`config.mk`:
```
export PLATFORM = sky130hd
export DESIGN_NAME = llc_op_scheduler
export DESIGN_NICKNAME = d
export VERILOG_FILES = /design/src/rtl/llc_op_scheduler.sv
export SDC_FILE = /design/constraint.sdc
export NUM_CORES = 1
export LEC_CHECK = 0
export CAP_MARGIN = 15
export CELL_PAD_IN_SITES_DETAIL_PLACEMENT = 1
export CELL_PAD_IN_SITES_GLOBAL_PLACEMENT = 2
export CORE_ASPECT_RATIO = 0.7
export CORE_MARGIN = 1.5
export CORE_UTILIZATION = 37
export CTS_CLUSTER_DIAMETER = 50
export DETAILED_ROUTE_END_ITERATION = 6
export PLACE_DENSITY = 0.8
export SYNTH_ARGS = -nofsm -noshare
export SYNTH_HDL_FRONTEND = slang
export SYNTH_SLANG_ARGS = --single-unit
```
`constraint.sdc`:
```
create_clock -name clk -period 2.5 [get_ports clk]
set_input_delay 0.25 -clock clk [delete_from_list [all_inputs] [get_ports clk]]
set_output_delay 0.25 -clock clk [all_outputs]
set_load 0.05 [all_outputs]
```
`src/rtl/llc_op_scheduler.sv`:
```
// LLC front-end sequencer: merges processor and snoop request FIFOs into one
// registered op stream, with snoop priority, a starvation guard and maintenance sequencing.

module llc_op_sched_fifo #(
   parameter int DW    = 36,
   parameter int DEPTH = 4
)(
   input  logic          clk,
   input  logic          rst_n,
   input  logic          i_push,
   input  logic [DW-1:0] i_data,
   input  logic          i_pop,
   output logic [DW-1:0] o_data,
   output logic          o_empty,
   output logic          o_full
);
   localparam int AW = $clog2(DEPTH);

   logic [DW-1:0] r_mem [DEPTH];
   logic [AW:0]   r_wp, r_rp;

   always_ff @(posedge clk or negedge rst_n) begin
      if (!rst_n) begin
         r_wp <= '0;
         r_rp <= '0;
      end else begin
         if (i_push) r_wp <= r_wp + {{AW{1'b0}}, 1'b1};
         if (i_pop)  r_rp <= r_rp + {{AW{1'b0}}, 1'b1};
      end
   end

   always_ff @(posedge clk) begin
      if (i_push) r_mem[r_wp[AW-1:0]] <= i_data;
   end

   assign o_data  = r_mem[r_rp[AW-1:0]];
   assign o_empty = (r_wp == r_rp);
   // Extra pointer bit distinguishes full from empty when the indices match.
   assign o_full  = (r_wp[AW] != r_rp[AW]) && (r_wp[AW-1:0] == r_rp[AW-1:0]);
endmodule

module llc_op_scheduler #(
   parameter int ADDR_W     = 32,
   parameter int PQ_DEPTH   = 4,
   parameter int SQ_DEPTH   = 4,
   parameter int STARVE_MAX = 3,
   parameter int IDLE_OP    = 9
)(
   input  logic              clk,
   input  logic              reset,
   input  logic              p_valid,
   output logic              p_ready,
   input  logic [3:0]        p_op,
   input  logic [ADDR_W-1:0] p_addr,
   input  logic              s_valid,
   output logic              s_ready,
   input  logic [3:0]        s_op,
   input  logic [ADDR_W-1:0] s_addr,
   input  logic              ctl_valid,
   output logic              ctl_ready,
   input  logic [3:0]        ctl_op,
   output logic [31:0]       llc_op,
   output logic [ADDR_W-1:0] llc_addr,
   output logic              llc_issue,
   output logic              err_illegal,
   output logic [15:0]       p_issued,
   output logic [15:0]       s_issued
);
   localparam int DW = ADDR_W + 4;
   localparam int SW = (STARVE_MAX < 1) ? 1 : $clog2(STARVE_MAX + 1);
   localparam logic [SW-1:0] STARVE_LIM = SW'(STARVE_MAX);

   typedef enum logic [1:0] {ST_RUN, ST_DRAIN, ST_CTL} state_t;

   state_t            r_state, w_state_nxt;
   logic              r_rdy_en;
   logic              r_ctl_pend;
   logic [3:0]        r_ctl_op;
   logic [SW-1:0]     r_starve;
   logic [31:0]       r_llc_op;
   logic [ADDR_W-1:0] r_llc_addr;
   logic              r_llc_issue;
   logic              r_err;
   logic [15:0]       r_p_cnt, r_s_cnt;

   logic          w_p_acc, w_s_acc, w_c_acc;
   logic          w_p_legal, w_s_legal, w_c_legal;
   logic          w_pq_empty, w_pq_full, w_sq_empty, w_sq_full;
   logic [DW-1:0] w_pq_head, w_sq_head;
   logic          w_arb, w_sel_s, w_sel_p;

   assign w_p_legal = (p_op <= 4'd2);
   assign w_s_legal = (s_op >= 4'd3) && (s_op <= 4'd6);
   assign w_c_legal = (ctl_op == 4'd8) || (ctl_op == 4'd9);

   // Readiness is gated off until the first clock after reset release.
   assign p_ready   = r_rdy_en && (r_state == ST_RUN) && !w_pq_full;
   assign s_ready   = r_rdy_en && (r_state == ST_RUN) && !w_sq_full;
   assign ctl_ready = r_rdy_en && (r_state == ST_RUN) && !r_ctl_pend;

   assign w_p_acc = p_valid && p_ready;
   assign w_s_acc = s_valid && s_ready;
   assign w_c_acc = ctl_valid && ctl_ready;

   assign w_arb   = (r_state != ST_CTL);
   assign w_sel_s = w_arb && !w_sq_empty && ((r_starve < STARVE_LIM) || w_pq_empty);
   assign w_sel_p = w_arb && !w_sel_s && !w_pq_empty;

   llc_op_sched_fifo #(.DW(DW), .DEPTH(PQ_DEPTH)) u_pq (
      .clk     (clk),
      .rst_n   (reset),
      .i_push  (w_p_acc && w_p_legal),
      .i_data  ({p_op, p_addr}),
      .i_pop   (w_sel_p),
      .o_data  (w_pq_head),
      .o_empty (w_pq_empty),
      .o_full  (w_pq_full)
   );

   llc_op_sched_fifo #(.DW(DW), .DEPTH(SQ_DEPTH)) u_sq (
      .clk     (clk),
      .rst_n   (reset),
      .i_push  (w_s_acc && w_s_legal),
      .i_data  ({s_op, s_addr}),
      .i_pop   (w_sel_s),
      .o_data  (w_sq_head),
      .o_empty (w_sq_empty),
      .o_full  (w_sq_full)
   );

   always_comb begin
      w_state_nxt = r_state;
      unique case (r_state)
         ST_RUN:   if (w_c_acc && w_c_legal) w_state_nxt = ST_DRAIN;
         ST_DRAIN: if (w_pq_empty && w_sq_empty) w_state_nxt = ST_CTL;
         ST_CTL:   w_state_nxt = ST_RUN;
         default:  w_state_nxt = ST_RUN;
      endcase
   end

   always_ff @(posedge clk or negedge reset) begin
      if (!reset) begin
         r_state    <= ST_RUN;
         r_rdy_en   <= 1'b0;
         r_ctl_pend <= 1'b0;
         r_ctl_op   <= 4'd0;
         r_starve   <= '0;
      end else begin
         r_state  <= w_state_nxt;
         r_rdy_en <= 1'b1;
         if (w_c_acc && w_c_legal) begin
            r_ctl_pend <= 1'b1;
            r_ctl_op   <= ctl_op;
         end else if (r_state == ST_CTL) begin
            r_ctl_pend <= 1'b0;
         end
         // Consecutive snoop wins only count while the processor side is waiting.
         if (w_sel_s)      r_starve <= w_pq_empty ? '0 : r_starve + {{(SW-1){1'b0}}, 1'b1};
         else if (w_sel_p) r_starve <= '0;
      end
   end

   always_ff @(posedge clk or negedge reset) begin
      if (!reset) begin
         r_llc_op    <= 32'(IDLE_OP);
         r_llc_addr  <= '0;
         r_llc_issue <= 1'b0;
         r_err       <= 1'b0;
         r_p_cnt     <= 16'd0;
         r_s_cnt     <= 16'd0;
      end else begin
         r_err <= (w_p_acc && !w_p_legal) || (w_s_acc && !w_s_legal) ||
                  (w_c_acc && !w_c_legal);
         if (r_state == ST_CTL) begin
            r_llc_op    <= {28'd0, r_ctl_op};
            r_llc_addr  <= '0;
            r_llc_issue <= 1'b1;
         end else if (w_sel_s) begin
            r_llc_op    <= {28'd0, w_sq_head[DW-1:ADDR_W]};
            r_llc_addr  <= w_sq_head[ADDR_W-1:0];
            r_llc_issue <= 1'b1;
            r_s_cnt     <= r_s_cnt + 16'd1;
         end else if (w_sel_p) begin
            r_llc_op    <= {28'd0, w_pq_head[DW-1:ADDR_W]};
            r_llc_addr  <= w_pq_head[ADDR_W-1:0];
            r_llc_issue <= 1'b1;
            r_p_cnt     <= r_p_cnt + 16'd1;
         end else begin
            r_llc_op    <= 32'(IDLE_OP);
            r_llc_issue <= 1'b0;
         end
      end
   end

   assign llc_op      = r_llc_op;
   assign llc_addr    = r_llc_addr;
   assign llc_issue   = r_llc_issue;
   assign err_illegal = r_err;
   assign p_issued    = r_p_cnt;
   assign s_issued    = r_s_cnt;
endmodule

```
==> metrics.md <==
| Metric | Value |
|---|---|
| Status | finished clean |
| TNS Setup | 0 ps |
| Max Cap Viol | 0 |
| Internal power | 14.1 mW |
| Vias | 7896 |
| Syn Inst Count | 811 |
| CTS Buffer Depth | 3 |
| NetSw | 7.96 mW |
| Synth cell types | 44 |
| WL final | 36.7 mm |
| FILL cells | 3837 |
| Post-synthesis sequential area ratio | 74.1% |
| IO buf count | 153 |
| Pwr dens | 1190 mW/mm^2 |
| Grt ovf | 0 |
| Reg power frac | 36.2% |
| Syn avg cell area | 18.2 sq um |
| Max Clock Skew | 16.1 ps |
| Relative slew margins | 43.8% |
| Synth area leader | edfxtp_1 |
| CP Data Required Time | 2720 ps |
| # H-tree levels | 2 |
| Leakage power | 6.53 nW |
| WP data arrival | 2580 ps |
| Placer congestion estimate | 0.747 |
| Reg2reg end | u_sq.r_mem[0][28]$_DFFE_PP_ |
| Synth-to-Final Area Change | 25.6% |
| Layout cells sized above 1 | 18.6% |
| Synth warn | 0 |
| Number of global-route vias before repair | 8504 |
| RSZ-0062 raised after global routing | no |
| Setup violators final | 0 |
| Number of synthesized flops with an enable pin | 288 |
| Sw Share | 36.1% |
| ANT nets after route | 0 |
| Initial core utilization | 37.4% |
| Tmin final | 2370 ps |
| Max IR drop VDD | 0.000670 V |
| Area of the multi-input gates | 0.00357 sq mm |
| Worst-Margin Slew | 844 ps |
| CP startpoint kind | flip-flop |
| Drt wl/cell | 23.3 um |
| DRT Pass-1 Iters | 5 |
| Cts bufs inserted | 41 |
| Die area | 0.0412 sq mm |
| Clock Latency Late Sink | 550 ps |
| Most common cell after layout, fill and taps aside | edfxtp_1 |
| Fin. Hold Viols | 0 |
| Yosys reg bits | 380 |
| Max Freq | 0.423 GHz |
| IO Pins | 182 |
| Worst Reg-to-Reg Cells | 5 |
| Largest net degree at the start of global routing | 63 |
| Final #Nets | 1098 |
| Antenna violations before repair | 2 |
| Tcrit/Tclk final | 94.7% |
| Drt drc | 0 |
| Most frequent cells in the layout | edfxtp_1, clkdlybuf4s50_1, nand2_1 |
| Vias per cell | 5.02 |
| Root buffer cell | clkbuf_16 |
| Clock power share | 27.1% |
| Iter 0 DRT Violations | 472 |
| Total power | 22.1 mW |
| All-layer global routing usage | 18.2% |
| Hold Path Class | in2async |
| Register-to-register setup slack | 130 ps |
| Worst R2R Start | r_state[0]$_DFFE_PN0P_ |
| Hpwl dp | 23.9 mm |
| Top FF cell, synth | edfxtp_1 |
| Synth async-reset ratio | 24.2% |
| TritonCTS clock tree | built |
| Yosys top cell area share | 58.5% |
| DP Worst Slack | 141 ps |
| Register area | 0.0110 sq mm |
| Die X | 242 um |
| Clk sink count | 380 |
| Clock slew at reported path FFs | 60 ps |
| Cell Area, Synth | 0.0148 sq mm |
| First-pass GRT wire length | 55.2 mm |
| Row count | 61 |
| Gate power share | 36.6% |
| Core box area | 0.0395 sq mm |
| Element type at the critical path end | flip-flop |
| Critical path class | reg2reg |
| Die Y | 170 um |
| Final setup margin | 133 ps |
| Crit-path max FO | 36 |
| Max Transition Viols Final | 0 |
| Top cells by area, synth | edfxtp_1, dfrtp_1, mux4_2 |
-- cells in the mapped netlist, drive strengths merged, types with 4 or more instances --
library cell,instances
edfxtp,288
nand2,103
dfrtp,90
mux4,72
buf,49
a22oi,36
xnor2,36
nand3,14
ha,13
clkbuf,12
inv,11
nand4,11
xor2,11
and2,10
nor3,8
nor2,7
o21ai,7
a211oi,4
-- cells by family (layout without fill, tap and decap cells) --
| group | after synthesis | in the layout | share of synthesized area [%] |
|---|---|---|---|
| compound gates | 56 | 56 | 2.80 |
| xor+xnor | 47 | 47 | 2.78 |
| fa+ha+maj | 13 | 13 | 1.10 |
| buf+inv | 72 | 269 | 2.71 |
| flops | 380 | 380 | 74.1 |
| mux | 73 | 73 | 11.0 |
| other cells | 2 | 31 | 0.0508 |
| simple gates | 168 | 168 | 5.42 |
-- critical path, stage by stage (launching register included) --
cell and delay [ps]:
dfrtp_1 410, or3b_4 440, a311o_1 390, nor3_4 270, and2_2 230, buf_12 270
-- power groups by stage --
stage          registers (mW)  clock network, mW  logic [mW]
3_3_place_gp             8.10                  0        8.06
3_5_place_dp             8.13                  0        8.22
6_report                 7.99               5.99        8.09
2_1_floorplan            9.42                  0        3.93
5_1_grt                  8.09               6.33        8.66
4_1_cts                  8.01               6.11        8.26
-- state kept, by name (all words and copies together), names as in the netlist --
| name | flops |
|---|---|
| u_sq.r_wp | 3 |
| u_pq.r_mem | 144 |
| err_illegal | 1 |
| llc_issue | 1 |
| u_sq.r_mem | 144 |
| r_starve | 2 |
| u_sq.r_rp | 3 |
| u_pq.r_rp | 3 |
| r_ctl_pend | 1 |
| u_pq.r_wp | 3 |
| llc_op | 4 |
| p_issued | 16 |
| r_rdy_en | 1 |
| r_ctl_op | 4 |
| r_state | 2 |
| llc_addr | 32 |
| s_issued | 16 |
-- timing repair --
item,in CTS,in global routing
pin swaps,0,0
resized for setup,1,2
hold buffers,1,0
buffers inserted,0,0
endpoints found under the hold margin,30,0
setup endpoints to repair,1,1
-- layer usage --
| metal | track usage (%) | share of wire, % | up-vias |
|---|---|---|---|
| met3 | 3.45 | 4.8 | 46 |
| met2 | 30.4 | 49 | 208 |
| li1 | - | - | 3460 |
| met4 | 4.86 | 1.9 | 0 |
| met5 | 0 | 0 | - |
| met1 | 24.6 | 44 | 4182 |
-- final cells by class --
class                   count  share of cell area (%)
diodes                      2                  0.0270
clock buffers              54                    6.12
clock inverters            20                    1.01
inverters                  11                   0.222
multi-input cells         386                    19.2
flip-flops and latches    380                    59.0
well taps                 535                    3.60
repair buffers            184                    10.7
-- metrics by stage --
| stage | area (sq um) | hold slack (ps) | utilization (%) | instances |
|---|---|---|---|---|
| finish | 18600 | 209 | 47.0 | 1572 |
| global route | 18600 | 253 | 47.0 | 1571 |
| CTS | 18600 | 221 | 47.0 | 1570 |
| detailed placement | 17200 | 257 | 43.6 | 1495 |
| global placement | 17200 | 249 | 43.6 | 1495 |
| floorplan | 14900 | -45.6 | - | 838 |
-- worst max path at each step --
stage / startpoint / to / slack, ps / cells past startpoint
floorplan: r_state[0]$_DFFE_PN0P_ / u_pq.r_mem[3][0]$_DFFE_PP_ / 120 / 5
global placement: r_state[0]$_DFFE_PN0P_ / u_sq.r_mem[0][2]$_DFFE_PP_ / 230 / 5
detailed placement: r_state[0]$_DFFE_PN0P_ / u_sq.r_mem[0][21]$_DFFE_PP_ / 140 / 5
CTS: r_state[0]$_DFFE_PN0P_ / ctl_ready / 20 / 3
global route: r_state[0]$_DFFE_PN0P_ / u_sq.r_mem[0][7]$_DFFE_PP_ / 30 / 5
finish: r_state[0]$_DFFE_PN0P_ / u_sq.r_mem[0][28]$_DFFE_PP_ / 130 / 5
Power figures use the tool's default switching activity.
